**config.mk**
```make
export PLATFORM = sky130hd
export DESIGN_NAME = rf_wb_arbiter
export DESIGN_NICKNAME = d
export VERILOG_FILES = /design/src/rtl/wb_pkg.sv /design/src/rtl/wb_fifo.sv /design/src/rtl/rf_wb_arbiter.sv
export SDC_FILE = /design/constraint.sdc
export NUM_CORES = 1
export LEC_CHECK = 0
export ABC_AREA = 1
export BUFFER_PORTS_ARGS = -buffer_cell sky130_fd_sc_hd__buf_2
export CAP_MARGIN = 40
export CORE_AREA = 3 3 138 140
export CTS_CLUSTER_DIAMETER = 150
export CTS_CLUSTER_SIZE = 14
export DETAILED_ROUTE_END_ITERATION = 10
export DIE_AREA = 0 0 141 143
export MAX_ROUTING_LAYER = met4
export PLACE_DENSITY_LB_ADDON = 0.25
export SLEW_MARGIN = 20
export SYNTH_ARGS = -nofsm -noshare
export SYNTH_HDL_FRONTEND = slang
export SYNTH_SLANG_ARGS = --single-unit
```
**constraint.sdc**
```tcl
create_clock -name clk -period 10 [get_ports clk]
set_input_delay 2 -clock clk [delete_from_list [all_inputs] [get_ports clk]]
set_output_delay 2 -clock clk [all_outputs]
set_load 0.1 [all_outputs]
```
**src/rtl/wb_pkg.sv**
```systemverilog
// Shared types and constants for the register-file writeback arbiter:
// RUDataWrSrc encoding and the load-return queue entry.
package wb_pkg;

   localparam logic [1:0] WB_ALURES    = 2'b00;
   localparam logic [1:0] WB_DATARD    = 2'b01;
   localparam logic [1:0] WB_PC_OFFSET = 2'b10;

   localparam int RD_W   = 5;
   localparam int DATA_W = 32;

   typedef struct packed {
      logic [RD_W-1:0]   rd;
      logic [DATA_W-1:0] data;
   } wb_entry_t;

   // Only ALU result and PC+offset may be requested by the core.
   function automatic logic src_legal(input logic [1:0] src);
      return (src == WB_ALURES) || (src == WB_PC_OFFSET);
   endfunction

endpackage

```
**src/rtl/wb_fifo.sv**
```systemverilog
// Load-return FIFO. Extra pointer bit separates full from empty; every
// slot's rd plus an occupancy mask is exported for the WAW compare.
module wb_fifo
   import wb_pkg::*;
#(
   parameter int DEPTH = 4
) (
   input  logic                       clk,
   input  logic                       rst,
   input  logic                       push,
   input  logic                       pop,
   input  wb_entry_t                  din,
   output wb_entry_t                  head,
   output logic                       full,
   output logic                       empty,
   output logic [DEPTH-1:0]           entry_valid,
   output logic [DEPTH-1:0][RD_W-1:0] entry_rd
);

   localparam int AW = $clog2(DEPTH);
   localparam logic [AW:0] DEPTH_CNT = (AW+1)'(DEPTH);

   wb_entry_t      mem [DEPTH];
   logic [AW:0]    wr_ptr;
   logic [AW:0]    rd_ptr;
   logic [AW:0]    count;
   logic [AW-1:0]  offs;
   logic           do_push;
   logic           do_pop;

   assign count = wr_ptr - rd_ptr;
   assign empty = (count == '0);
   assign full  = (count == DEPTH_CNT);
   assign head  = mem[rd_ptr[AW-1:0]];

   // A push into a full FIFO is only legal when the head leaves the same cycle.
   assign do_pop  = pop & ~empty;
   assign do_push = push & (~full | do_pop);

   always_ff @(posedge clk or posedge rst) begin
      if (rst) begin
         wr_ptr <= '0;
         rd_ptr <= '0;
      end else begin
         if (do_push) wr_ptr <= wr_ptr + 1'b1;
         if (do_pop)  rd_ptr <= rd_ptr + 1'b1;
      end
   end

   always_ff @(posedge clk) begin
      if (do_push) mem[wr_ptr[AW-1:0]] <= din;
   end

   always_comb begin
      offs        = '0;
      entry_valid = '0;
      entry_rd    = '0;
      for (int i = 0; i < DEPTH; i++) begin
         offs           = AW'(i) - rd_ptr[AW-1:0];
         entry_valid[i] = ({1'b0, offs} < count);
         entry_rd[i]    = mem[i].rd;
      end
   end

endmodule

```
**src/rtl/rf_wb_arbiter.sv**
```systemverilog
// Register-file write-port arbiter: core writeback vs. queued load returns,
// with an age limit on the FIFO head and WAW stalls for the core.
module rf_wb_arbiter
   import wb_pkg::*;
#(
   parameter int DEPTH    = 4,
   parameter int MAX_WAIT = 3
) (
   input  logic        clk,
   input  logic        rst,
   input  logic        core_valid,
   input  logic [4:0]  core_rd,
   input  logic [1:0]  core_src,
   input  logic [31:0] core_alu,
   input  logic [31:0] core_pc_off,
   output logic        core_stall,
   input  logic        ld_valid,
   input  logic [4:0]  ld_rd,
   input  logic [31:0] ld_data,
   output logic        ld_ready,
   output logic        rf_we,
   output logic [4:0]  rf_rd,
   output logic [31:0] rf_data,
   output logic [1:0]  wb_sel,
   output logic        err_illegal
);

   localparam int AGE_W = (MAX_WAIT < 1) ? 1 : $clog2(MAX_WAIT + 1);
   localparam logic [AGE_W-1:0] AGE_MAX = AGE_W'(MAX_WAIT);

   wb_entry_t                  fifo_din;
   wb_entry_t                  head;
   logic                       full;
   logic                       empty;
   logic [DEPTH-1:0]           entry_valid;
   logic [DEPTH-1:0][RD_W-1:0] entry_rd;
   logic                       ld_push;

   logic [AGE_W-1:0] age;
   logic             core_legal;
   logic             waw;
   logic             core_ok;
   logic             load_grant;
   logic             core_grant;

   assign fifo_din = '{rd: ld_rd, data: ld_data};

   wb_fifo #(.DEPTH(DEPTH)) u_fifo (
      .clk         (clk),
      .rst         (rst),
      .push        (ld_push),
      .pop         (load_grant),
      .din         (fifo_din),
      .head        (head),
      .full        (full),
      .empty       (empty),
      .entry_valid (entry_valid),
      .entry_rd    (entry_rd)
   );

   always_comb begin
      waw = 1'b0;
      for (int i = 0; i < DEPTH; i++) begin
         if (entry_valid[i] && (entry_rd[i] == core_rd)) waw = 1'b1;
      end
      waw = waw & (core_rd != '0);
   end

   // Arbitration looks only at the registered head, never at an incoming return.
   assign core_legal = src_legal(core_src);
   assign core_ok    = core_valid & core_legal & ~waw;
   assign load_grant = ~empty & (~core_ok | full | (age == AGE_MAX));
   assign core_grant = core_ok & ~load_grant;
   assign core_stall = core_valid & core_legal & ~core_grant;

   // Writes to x0 carry no information, so they are accepted and dropped here.
   assign ld_ready = ~full | load_grant;
   assign ld_push  = ld_valid & ld_ready & (ld_rd != '0);

   always_ff @(posedge clk or posedge rst) begin
      if (rst) begin
         age <= '0;
      end else if (empty || load_grant) begin
         age <= '0;
      end else if (core_grant && (age != AGE_MAX)) begin
         age <= age + 1'b1;
      end
   end

   always_ff @(posedge clk or posedge rst) begin
      if (rst) begin
         rf_we   <= 1'b0;
         rf_rd   <= '0;
         rf_data <= '0;
         wb_sel  <= WB_ALURES;
      end else begin
         rf_we <= 1'b0;
         if (load_grant) begin
            rf_we   <= (head.rd != '0);
            rf_rd   <= head.rd;
            rf_data <= head.data;
            wb_sel  <= WB_DATARD;
         end else if (core_grant) begin
            rf_we   <= (core_rd != '0);
            rf_rd   <= core_rd;
            rf_data <= (core_src == WB_PC_OFFSET) ? core_pc_off : core_alu;
            wb_sel  <= core_src;
         end
      end
   end

   // An illegal request is consumed silently apart from this sticky flag.
   always_ff @(posedge clk or posedge rst) begin
      if (rst) begin
         err_illegal <= 1'b0;
      end else if (core_valid && !core_legal) begin
         err_illegal <= 1'b1;
      end
   end

endmodule

```
Word level (Yosys, flattened, before mapping)
Memories as Yosys holds them, arrays and structs flattened.
Cells that the tools add are included.
Storage, ports and cells
  RAM bits: 148
  output and inout port bits: 43
  logic and storage cells: 82
  input port bits: 112
  memories: 1
  flip-flop bits (word level): 49
Memory list
  u_fifo.mem: words 4, bits a word 37, rd ports 5, clocked after Yosys merged registers in 0, write ports 1, line wb_fifo.sv:23  | wb_entry_t mem [DEPTH];
Cells by class
  bitwise gates (word level): 20
  equal/unequal tests: 8
  add/subtract/negate cells: 8
  magnitude comparators: 4
  reductions and logical operators: 16
  muxes and demuxes: 17
Operator list (count)
  32-bit two-way mux: 3
  5-bit equality test: 4
  5-bit nonzero test: 3
  2-bit by 3-bit < comparator with 1-bit output: 4
  1-bit bitwise AND: 10
  5-bit two-way mux: 2
  1-bit two-way mux: 8
  2-bit two-way mux: 4
  3-bit by 1-bit adder with 3-bit output (second input constant): 2
  1-bit logical AND: 6
  1-bit NOT: 6
  2-bit equality test (second input constant): 2
  1-bit OR: 4
  2-bit nonzero test: 2
  1-bit by 2-bit subtractor with 2-bit output (first input constant): 2
  2-bit subtractor (first input constant): 2
  3-bit equality test (second input constant): 1
  3-bit zero test: 1
  3-bit subtractor: 1
  2-bit by 1-bit adder with 2-bit output (second input constant): 1
  2-bit zero test: 1
  1-bit logical OR: 2
  2-bit inequality test (second input constant): 1
  1-bit zero test: 1

Depth between registers and ports, before layout
  depth after elaboration: 20
  depth in mapped cells: 19

Modules after synthesis
Synthesis repeated with hierarchy kept, for this count alone.
Unflattened totals
  cells, all modules: 853
  area, all modules: 9290.2 um2
Modules (own cells, without submodules)
  wb_fifo: cells each 460, seq. area each 4594.4 um2, instances 1, area an instance 6242.2 um2
  rf_wb_arbiter: cells each 393, seq. area each 1076.0 um2, instances 1, area an instance 3047.9 um2

Least setup slack after synthesis
Ideal clock, no wire load.
  path type: input port to output port
  start: input port core_rd[4]
  end: output port core_stall
  cell stages on the path: 13
  data arrival time: 3.705 ns
  slack: 4.295 ns
  path through: buf_2 -> xnor2_1 -> nand3_1 -> nor2_1 -> nor2_1 -> nand2_2 -> nand2_4 -> nand3_2 -> nand2_2 -> buf_4 -> nand3_1 -> nand2_1 -> inv_1
Between the ends
  word-level cells in the longest chain between the ends: 17
Ends and longest elaborated chain
  from (decl): line rf_wb_arbiter.sv:12  | input logic [4:0] core_rd,
  5-bit equality test: line rf_wb_arbiter.sv:64  | if (entry_valid[i] && (entry_rd[i] == core_rd)) waw = 1'b1;
  1-bit logical AND: line rf_wb_arbiter.sv:64
  1-bit two-way mux (4 in a row): line rf_wb_arbiter.sv:64
  1-bit bitwise AND (*): line rf_wb_arbiter.sv:66  | waw = waw & (core_rd != '0);
  1-bit NOT (*): line rf_wb_arbiter.sv:71  | assign core_ok = core_valid & core_legal & ~waw;
  1-bit bitwise AND (*): line rf_wb_arbiter.sv:71
  1-bit NOT: line rf_wb_arbiter.sv:72  | assign load_grant = ~empty & (~core_ok | full | (age == AGE_MAX));
  1-bit OR (2 in a row): line rf_wb_arbiter.sv:72
  1-bit bitwise AND: line rf_wb_arbiter.sv:72
  1-bit NOT: line rf_wb_arbiter.sv:73  | assign core_grant = core_ok & ~load_grant;
  1-bit bitwise AND (*): line rf_wb_arbiter.sv:73
  1-bit NOT (*): line rf_wb_arbiter.sv:74  | assign core_stall = core_valid & core_legal & ~core_grant;
  1-bit bitwise AND (*): line rf_wb_arbiter.sv:74
  to (decl): line rf_wb_arbiter.sv:16  | output logic core_stall,
Mark *: on every way between the ends. The rest lies on a longest branch, timed or not.

Final worst setup path
  start: input port core_rd[3]
  end: output port core_stall
The elaborated chain is that of the path after synthesis.

==> metrics.md <==
| Metric | Value |
|---|---|
| CTS Buf Count | 17 |
| Synth Area in Adders | 2.04% |
| Die Y | 143 um |
| Max-cap viol count | 0 |
| Main combinational cell family by area after synthesis | simple AND/OR/NAND/NOR gates |
| Post-synth ARST share | 24.9% |
| Final Cycle Share | 65.9% |
| Post-synthesis instance total | 832 |
| Register bit count reported by yosys | 197 |
| First-pass GRT wire length | 31,900 um |
| Area growth from synthesis to final layout | 17.7% |
| Num rows | 49 |
| Synth top area cells | edfxtp_1 (50%), dfrtp_1 (14%), nand2_1 (11%), nand3_1 (4.6%), a32o_1 (3.6%) |
| Total Routing Usage GR | 21.0% |
| Sequential share of the synthesized area | 63.3% |
| CTS tree | built |
| Avg Cell Area, Syn | 10.8 um2 |
| RSZ-0062 raised after global routing | false |
| Slew @ Worst Pin | 0.778 ns |
| Crit-path cells | buf_2 -> inv_2 -> nand2_1 -> nand2_1 -> nor2_1 -> nand3_1 -> nor2_1 -> nor2_1 -> nand2_2 -> nand2_4 -> nand3_2 -> nand2_2 -> buf_12 -> nand3_1 -> nand2_1 -> inv_1 -> buf_2 |
| Commonest cells post-synth | nand2_1 (272), edfxtp_1 (148), nand3_1 (82) |
| Fillers | 1,465 |
| Initial drt markers | 580 |
| Largest area contributor in the netlist | edfxtp_1 |
| Share of the synthesized area in the top cell type | 49.6% |
| Startpoint types | input pin |
| Mux cell area share after synthesis | 3.57% |
| Slew headroom | 48.1% |
| Share of cells above drive strength 1 | 22.9% |
| Count of pins over their slew limit | 0 |
| Reg area | 5670 um2 |
| Slowest CP cell | nand3_2 |
| Clk sinks | 197 |
| Hold Fails Final Rpt | 0 |
| Final setup vio count | 0 |
| Count leader, synth | nand2_1 |
| Tmin final | 6.59 ns |
| Later-pin clock latency in the skew report | 0.43 ns |
| Detailed-router iteration count before antenna repair | 7 |
| Synth Flop Type | edfxtp_1 |
| Post-DP HPWL | 13,800 um |
| Area of the core | 18,000 um2 |
| # DRC | 0 |
| Post-CTS resize count | 0 |
| Worst path required time | 8.00 ns |
| Starting Density | 49.9% |
| Clock tree buffer depth | 2 |
| Postcts setup bufs | 0 |
| PortBufs | 153 |
| Post-synth EDFFs | 148 |
| Mapped Area | 8960 um2 |
| Total grt overflow | 0 |
| Worst-path maximum fanout | 38 |
| Vias per cell | 5.30 |
| Clock Skews | 0.00840 ns |
| I/O pins | 155 |
| Post-synthesis xor/xnor area fraction | 0.782% |
| Largest net degree at the start of global routing | 83 |
| Status | finished, final reports clean |
| Setup TNS | 0 ns |
| Vias | 6,429 |
| Die area | 20,200 um2 |
| Yosys warns | 0 |
| Wire length per cell | 16.9 um |
| Arr. time, crit path | 4.59 ns |
| Hold Path Class | reg -> reg |
| Routability cong. | 0.935 |
| Routed WL | 20,500 um |
| Cts hold-fix bufs | 0 |
| CTS root buffer | clkbuf_16 |
| H-tree lvl count | 4 |
| Multi-input combinational cell area | 2900 um2 |
| Post-route ant nets | 0 |
| Compound-Gate Fraction of Synth Area | 7.29% |
| Crit path kind | in -> out |
| Vias in the first global route | 5,902 |
| Die width | 141 um |
| Nets@finish | 1,096 |
| Post-Synth Simple-Gate Area | 18.3% |
| Post-synthesis cell type count | 34 |
| CP max stage delay | 0.53 ns |
| Reg clk slew, reported paths | 0.07 ns |
| Post-synthesis net count | 958 |
| Initial antenna violation count | 2 |
| Critical Path Sink Type | primary output |
| F_max | 152 MHz |
==> final timing paths <==
kind	from	end	slack, ns	cells after the start
worst max-delay path	core_rd[3]	core_stall	3.41	17
worst min-delay path	age[0]$_DFFE_PP0P_	age[0]$_DFFE_PP0P_	0.43	1
worst max register to register	u_fifo.wr_ptr[0]$_DFFE_PP0P_	rf_data[2]$_DFFE_PP0P_	5.99	19
worst min register to register	age[0]$_DFFE_PP0P_	age[0]$_DFFE_PP0P_	0.43	1
max in group asynchronous	rst	u_fifo.rd_ptr[0]$_DFFE_PP0P_	7.89	3
min in group asynchronous	rst	wb_sel[0]$_DFFE_PP0P_	1.58	2
==> state kept, by name, indices dropped and copies added (netlist names) <==
name / flops
u_fifo.wr_ptr: 3
age: 2
rf_data: 32
wb_sel: 2
rf_rd: 5
rf_we: 1
u_fifo.mem: 148
err_illegal: 1
u_fifo.rd_ptr: 3
==> layout make-up <==
cell class | count | share of cell area [%]
clock inverter | 14 | 1.57
tap | 229 | 2.72
multi-input combinational | 544 | 27.5
antenna | 2 | 0.0474
clock buffer | 17 | 4.03
timing repair buffer | 167 | 8.80
inverter | 43 | 1.53
sequential | 197 | 53.8
==> logic make-up (layout without fill, tap and decap cells) <==
family,Yosys count,in the layout
muxes,32,32
AOI/OAI and AO/OA,92,92
buffers and inverters,91,241
adders and majority gates,14,14
and+or+nand+nor,397,397
DFF,197,197
other,1,3
xor gates and xnor gates,8,8
==> metal layers <==
metal | global-route usage (%) | vias up | part of all wire [%]
li1 | - | 3152 | -
met1 | 29.5 | 3027 | 46
met2 | 31.7 | 232 | 45
met3 | 4.25 | 18 | 7.2
met4 | 5.86 | 0 | 1.3
met5 | - | - | 0
==> critical path: cells and delay by family <==
family                 cells  cell delay, ns
buffers and inverters      5            0.79
and+or+nand+nor           12            1.79
==> metrics by stage <==
stage	hold WS (ns)	util, %	std cells	cell area [um2]	setup WS, ns
2_1_floorplan	0.409	-	832	8960	4.29
3_3_place_gp	0.423	54.9	1176	9860	3.20
3_5_place_dp	0.428	55.2	1179	9920	3.42
4_1_cts	0.440	58.5	1210	10500	3.40
5_1_grt	0.473	58.7	1213	10500	3.02
6_report	0.434	58.7	1213	10500	3.41
==> cells in the final DEF, fill, tap and decap left out, types with 11 or more instances in the layout <==
cell type and count:
dfrtp_1 48, edfxtp_1 148, a21oi_1 43, o21ai_0 11, mux2i_1 32, inv_1 33, a32o_1 32, nor2_1 26
nand2_1 271, clkbuf_16 17, buf_2 153, ha_1 13, nand3_1 82
Power is not shown: default switching activity piles up to over one toggle a cycle in this logic, so the estimate is an artifact.
